### config.mk
export PLATFORM = sky130hd
export DESIGN_NAME = addr_bank_fifo
export DESIGN_NICKNAME = d
export VERILOG_FILES = /design/src/rtl/addr_bank_fifo.sv
export SDC_FILE = /design/constraint.sdc
export NUM_CORES = 1
export LEC_CHECK = 0
export CAP_MARGIN = 20
export CORE_MARGIN = 2
export CORE_UTILIZATION = 63
export CTS_BUF_LIST = sky130_fd_sc_hd__clkbuf_8
export DETAILED_ROUTE_END_ITERATION = 16
export PLACE_DENSITY = 0.89
export SLEW_MARGIN = 0
export SYNTH_ARGS = -nofsm -noshare
export SYNTH_HDL_FRONTEND = slang
export SYNTH_SLANG_ARGS = --single-unit
### constraint.sdc
create_clock -name clk -period 4.2 [get_ports clk]
set_input_delay 0.84 -clock clk [delete_from_list [all_inputs] [get_ports clk]]
set_output_delay 0.84 -clock clk [all_outputs]
set_load 0.01 [all_outputs]
### src/rtl/addr_bank_fifo.sv
// addr_bank_fifo: address-decoded bank of per-channel first-word-fall-through FIFOs
// Ports: clk/rstn (async active-low); wr_en/wr_addr/wr_data write, routed by address region;
// rd_en/rd_sel pop (lockstep or per-channel per RD_MODE); rd_data/rd_valid heads and pop-ready;
// full/empty/count per-channel status; err_ovf/err_range sticky drop flags, cleared by err_clr.
module addr_bank_fifo #(
  parameter int N_CH = 4,
  parameter int DEPTH = 4,
  parameter int WIDTH = 32,
  parameter int BASE_ADDR = 0,
  parameter int REGION_BYTES = DEPTH * 4,
  parameter int RD_MODE = 0
) (
  input  logic                                 clk,
  input  logic                                 rstn,
  input  logic                                 wr_en,
  input  logic [31:0]                          wr_addr,
  input  logic [WIDTH-1:0]                     wr_data,
  input  logic                                 rd_en,
  input  logic [$clog2(N_CH)-1:0]              rd_sel,
  output logic [N_CH*WIDTH-1:0]                rd_data,
  output logic                                 rd_valid,
  output logic [N_CH-1:0]                      full,
  output logic [N_CH-1:0]                      empty,
  output logic [N_CH*($clog2(DEPTH)+1)-1:0]    count,
  output logic                                 err_ovf,
  output logic                                 err_range,
  input  logic                                 err_clr
);
  localparam int AW = $clog2(DEPTH);
  localparam int CW = $clog2(N_CH);
  localparam int RB = $clog2(REGION_BYTES);
  logic [32:0] a, off;
  logic [CW-1:0] ch;
  logic [N_CH-1:0] pop;
  logic in_range, sel_ok, wr_acc, ovf_set, rng_set, unused_hi;
  assign unused_hi = ^wr_addr[31:28];
  // 33-bit arithmetic so BASE_ADDR + region span cannot wrap
  assign a = {5'd0, wr_addr[27:0]};
  assign off = a - 33'(BASE_ADDR);
  assign in_range = a >= 33'(BASE_ADDR) && a < 33'(BASE_ADDR) + 33'(N_CH) * 33'(REGION_BYTES);
  assign ch = CW'(off >> RB);
  assign sel_ok = 32'(rd_sel) < N_CH;
  assign rd_valid = RD_MODE == 0 ? &(~empty) : sel_ok && !empty[rd_sel];
  // a full channel still accepts when it is popped in the same cycle
  assign wr_acc = wr_en && in_range && (!full[ch] || pop[ch]);
  assign ovf_set = wr_en && in_range && full[ch] && !pop[ch];
  assign rng_set = wr_en && !in_range;
  always_ff @(posedge clk or negedge rstn)
    if (!rstn) begin
      err_ovf <= 1'b0;
      err_range <= 1'b0;
    end else begin
      err_ovf <= ovf_set || (err_ovf && !err_clr);
      err_range <= rng_set || (err_range && !err_clr);
    end
  for (genvar i = 0; i < N_CH; i++) begin : g_ch
    logic [WIDTH-1:0] mem [DEPTH];
    logic [AW-1:0] wp, rp;
    logic [AW:0] cnt;
    logic we;
    assign we = wr_acc && ch == CW'(i);
    assign pop[i] = rd_en && rd_valid && (RD_MODE == 0 || rd_sel == CW'(i));
    always_ff @(posedge clk or negedge rstn)
      if (!rstn) begin
        wp <= '0;
        rp <= '0;
        cnt <= '0;
      end else begin
        if (we) wp <= wp + 1'b1;
        if (pop[i]) rp <= rp + 1'b1;
        cnt <= cnt + {{AW{1'b0}}, we} - {{AW{1'b0}}, pop[i]};
      end
    always_ff @(posedge clk)
      if (we) mem[wp] <= wr_data;
    assign full[i] = cnt == (AW+1)'(DEPTH);
    assign empty[i] = cnt == '0;
    assign count[i*(AW+1) +: AW+1] = cnt;
    assign rd_data[i*WIDTH +: WIDTH] = empty[i] ? '0 : mem[rp];
  end
endmodule

==> Word-level counts from Yosys, hierarchy flattened <==
Memory sizes are Yosys's and may differ from the RTL's.
Cells that the tools add are included.
{ "word_totals": {"regBits": 30, "ram_bits": 512, "in_bits": 71, "elab_cells": 87, "mem_count": 4} }
{ "classes": {"add_sub_neg": 16, "order_cmp": 3, "eq_ne": 7, "muxes": 16, "bitwise": 1, "n_reduce_logical": 26} }
{ "mem_list": {"columns": ["memory", "depth", "width", "read_ports", "rd_ports_with_merged_regs", "wr", "line", "source"], "rows": [
  ["g_ch[0].mem", 4, 32, 1, 0, 1, "57", "logic [WIDTH-1:0] mem [DEPTH];"],
  ["g_ch[1].mem", 4, 32, 1, 0, 1, "57", null],
  ["g_ch[2].mem", 4, 32, 1, 0, 1, "57", null],
  ["g_ch[3].mem", 4, 32, 1, 0, 1, "57", null]
]} }
{ "op_table": {"columns": ["op", "n"], "rows": [
  ["2-to-1 mux 32 bit", 4],
  ["greater-or-equal comparator 28 x 1 -> 1 bit, second input constant", 1],
  ["less-than comparator 28 x 7 -> 1 bit, second input constant", 1],
  ["adder 2 x 1 -> 2 bit, second input constant", 8],
  ["logical AND 1 bit", 13],
  ["adder 3 x 1 -> 3 bit", 4],
  ["== test 3 bit, second input constant", 4],
  ["zero test 3 bit", 4],
  ["subtractor 3 x 1 -> 3 bit", 4],
  ["2-to-1 mux 1 bit", 10],
  ["binary-select mux 1 bit (select 2 bit)", 2],
  ["== test 2 bit, second input constant", 2],
  ["zero test 1 bit", 4],
  ["NOT 4 bit", 1],
  ["AND reduction 4 bit", 1],
  ["logical OR 1 bit", 3],
  ["less-than comparator 2 x 3 -> 1 bit, second input constant", 1],
  ["== test 2 x 1 -> 1 bit, second input constant", 1],
  ["zero test 2 bit", 1]
]} }

==> Logic depth before layout (Yosys ltp) <==
{ "depth": {"word_depth": 11, "ltp_mapped": 12} }

==> Worst setup path after synthesis <==
Ideal clock, no wire load.
{ "synth_path": {"kind": "input to register", "from": "input port wr_addr[13]", "to": "register g_ch[2].cnt[2]", "t_arrival_ns": 3.225, "required_ns": 4.073, "setup_slack_ns": 0.848, "stages": 12, "path_cell_list": "nor4_1 and4_1 nand4_4 a2111oi_4 inv_1 ha_1 inv_1 ha_1 inv_1 fa_1 xnor2_1 xnor2_1"} }
{ "synth_via": {"elab_chain_cells": 7, "word_cells_on_any_way": 8, "classes_between": "2 x add/sub; 2 x order compare; 4 x reduce/logical"} }
{ "synth_rtl": {"columns": ["item", "line", "source"], "rows": [
  ["start: declaration", "16", "input logic [31:0] wr_addr,"],
  ["greater-or-equal comparator 28 x 1 -> 1 bit / less-than comparator 28 x 7 -> 1 bit (equally long branches)", "40", "assign in_range = a >= 33'(BASE_ADDR) && a < 33'(BASE_ADDR) + 33'(N_CH) * 33'(REGION_BYTES);"],
  ["logical AND 1 bit *", "40", null],
  ["logical AND 1 bit * (2 in a row)", "45", "assign wr_acc = wr_en && in_range && (!full[ch] || pop[ch]);"],
  ["logical AND 1 bit *", "61", "assign we = wr_acc && ch == CW'(i);"],
  ["adder 3 x 1 -> 3 bit *", "71", "cnt <= cnt + {{AW{1'b0}}, we} - {{AW{1'b0}}, pop[i]};"],
  ["subtractor 3 x 1 -> 3 bit *", "71", null],
  ["end signal: assignment", "71", null],
  ["end: declaration", "59", "logic [AW:0] cnt;"]
]} }
Every way passes the cells marked *; elsewhere a longest branch is shown, timed or not.
A chain may end at the register's enable or synchronous reset.

==> Final worst setup path <==
{ "layout_path": {"from": "register g_ch[2].rp[0]", "to": "output port rd_data[75]"} }
{ "layout_via": {"elab_chain_cells": 2} }
{ "layout_rtl": {"columns": ["item", "line", "source"], "rows": [
  ["start: declaration", "58", "logic [AW-1:0] wp, rp;"],
  ["start signal: assignment", "70", "if (pop[i]) rp <= rp + 1'b1;"],
  ["memory (4 x 32 bit)", null, null],
  ["2-to-1 mux 32 bit", "78", "assign rd_data[i*WIDTH +: WIDTH] = empty[i] ? '0 : mem[rp];"],
  ["end: declaration", "20", "output logic [N_CH*WIDTH-1:0] rd_data,"]
]} }
No other way between the ends.

==> metrics.yaml <==
skew_ns: 0.02712
portBuffers: 211
finalHoldViolCount: 0
crit_fanout: 21
cts.path.max_buffers: 3
path_cells: "buf_12, mux4_2, nor2b_1, clkdlybuf4s50_1"
hpwlAfterDp_mm: 28.71
drt_iter0_drc: 1063
drc_errors: 0
clock.fmax_mhz: 271.0
fp.coreArea_um2: 33280
worst_pin_slew_ns: 0.7407
vias_per_cell: 6.090
worstHoldPathType: "reg2reg"
cp_num_buf_inv: 2
max_slew_margin_pct: 50.51
layout_min_cycle_time_ns: 3.690
final_nets: 1356
wl_per_cell_um: 27.39
dieArea_um2: 35090
hold_ws_ns: 0.5057
synth-compound-area-share_pct: 0.5969
clkTransAtPathRegs_ns: 0.06
fin_ws_ns: 0.5101
yosysSeqAreaShare_pct: 76.17
vias: 10770
io-pin-count: 222
synth_area_um2: 21170
drive_above_1_share_pct: 23.54
synth_top_cell_by_area: "edfxtp_1"
cts_sinks: 542
rsz0062_at_grt: "no"
fin_util_pct: 77.38
start_util_pct: 63.61
syn-instance-count: 969
synth_top_area_share_pct: 72.62
design_power_total_w: 0.01244
tns_ns: 0
diodes: 0
avgSynthCellArea_um2: 21.85
dr.pass1.iters: 5
synth_xor_area_share_pct: 0.8274
slew_viol_final: 0
synth-adder-area-share_pct: 1.797
cts_max_level: 3
antenna_found_initial: 0
insertion_delay_ns: 0.61
maxCapViolations: 0
synth_edf_count: 512
die_h_um: 187.3
postSynth.asyncResetShare_pct: 5.535
leakagePower_nw: 8.408
totalWireLength_mm: 48.45
power_density_nw_per_um2: 483.2
synthToLayoutAreaGrowth_pct: 21.65
synth_nets: 1068
gr-total-overflow: 0
postCtsSetupBuffers: 0
grt_usage_pct: 28.55
cts_tree: "built"
synth-simple-area-share_pct: 5.242
num_rows: 67
post-place-ws_ns: 0.2903
critPathSlowestCell: "dfrtp_2"
grt_pass1_wl_mm: 72.16
antenna_left: 0
fin_crit_sh_pct: 87.85
status: "finished, final reports clean"
setup_viol: 0
ctsHoldBuffers: 0
yosysWarnings: 0
crit_family: "buffers and inverters"
grt_pass1_vias: 11700
grt_max_degree: 34
required_ns: 3.36
crit_path_start_kind: "register"
cts_resized: 0
vdd_drop_max_uv: 359.9
synth_flop_cell: "edfxtp_1"
clock-root-buffer: "clkbuf_8"
slowest_delay_ns: 0.72
crit_path_end_kind: "output port"
synth_area_leaders: "edfxtp_1, mux4_2, nor2b_1, dfrtp_1, ha_1"
synthMuxAreaShare_pct: 14.01
synth_top_family_by_area: "multiplexers"
gp_congestion: 0.7368
path_class: "reg2out"
dieWidth_um: 187.3
synth_cell_types: 30
cts-buffers-inserted: 81
cp.arrival_ns: 2.85
synth-seq-cells: 542
-- stage by stage --
step / instance area [um2] / std cells
floorplan: 21170 / 969
detailed placement: 24230 / 1622
global route: 25750 / 1769
finish: 25750 / 1769
global placement: 24210 / 1621
CTS: 25750 / 1769
-- cell families after synthesis --
logic type	count (synthesis)
fa+ha+maj	28
mux	133
buf+inv	72
compound gates	6
xor+xnor	20
flops	542
simple gates	168
-- layer usage --
| layer | track usage (%) | part of all wire (%) |
|---|---|---|
| met5 | 0 | 0 |
| met1 | 36.61 | 35 |
| met3 | 6.829 | 9.6 |
| met2 | 48.70 | 53 |
| met4 | 9.707 | 2.5 |
-- where the power goes --
part | switching [W] | total (W) | internal (W)
sequential | 0.000166 | 0.00613 | 0.00597
clock | 0.00194 | 0.00403 | 0.00209
combinational | 0.00100 | 0.00228 | 0.00128
-- sequential cells by signal (all words and copies together) (netlist names) --
signal / cells
g_ch.mem: 512
err_ovf: 1
err_range: 1
g_ch.cnt: 12
g_ch.rp: 8
g_ch.wp: 8
-- cells in the mapped netlist, types with 2 or more instances --
library cell    n
a2111oi_4       4
and2_1         12
and2_2          4
and2b_1         5
buf_2          14
clkbuf_1       30
dfrtp_1        30
edfxtp_1      512
fa_1            4
ha_1           24
inv_1          28
mux2_4          4
mux4_2        129
nand2_1         4
nor2b_1       123
nor3_1          2
nor3_2          2
nor3b_1         5
nor4_1          3
nor4_2          2
xnor2_1        17
xor2_1          3
-- final timing paths --
path                                      from              to  slack (ns)  depth (start not counted)
worst max register to register  g_ch[2].cnt[1]  g_ch[2].cnt[2]        0.89                         13
worst min register to register         err_ovf         err_ovf        0.51                          1
max in group asynchronous                 rstn  g_ch[0].cnt[2]        2.97                          2
worst max-delay path             g_ch[2].rp[0]     rd_data[75]        0.51                          4
min in group asynchronous                 rstn   g_ch[2].wp[1]        0.65                          1
worst min-delay path                   err_ovf         err_ovf        0.51                          1
-- final cells by class --
cell class	instances	area [um2]
well taps	448	560.5
flip-flops and latches	542	16140
repair buffers	249	2630
clock inverters	61	344.1
fillers	1638	7527
clock buffers	86	1184
multi-input cells	355	4795
inverters	28	105.1
-- placed cells by master, fill, tap and decap left out, types with 8 or more instances in the layout --
cell,instances
and2_2,16
buf_12,18
buf_4,19
clkbuf_8,86
clkdlybuf4s50_1,211
clkinv_1,21
clkinv_2,9
dfrtp_1,22
dfrtp_2,8
edfxtp_1,512
ha_1,24
inv_1,51
mux4_2,129
nor2b_1,123
xnor2_1,17
Note: power is estimated with default switching activity, not from simulation.
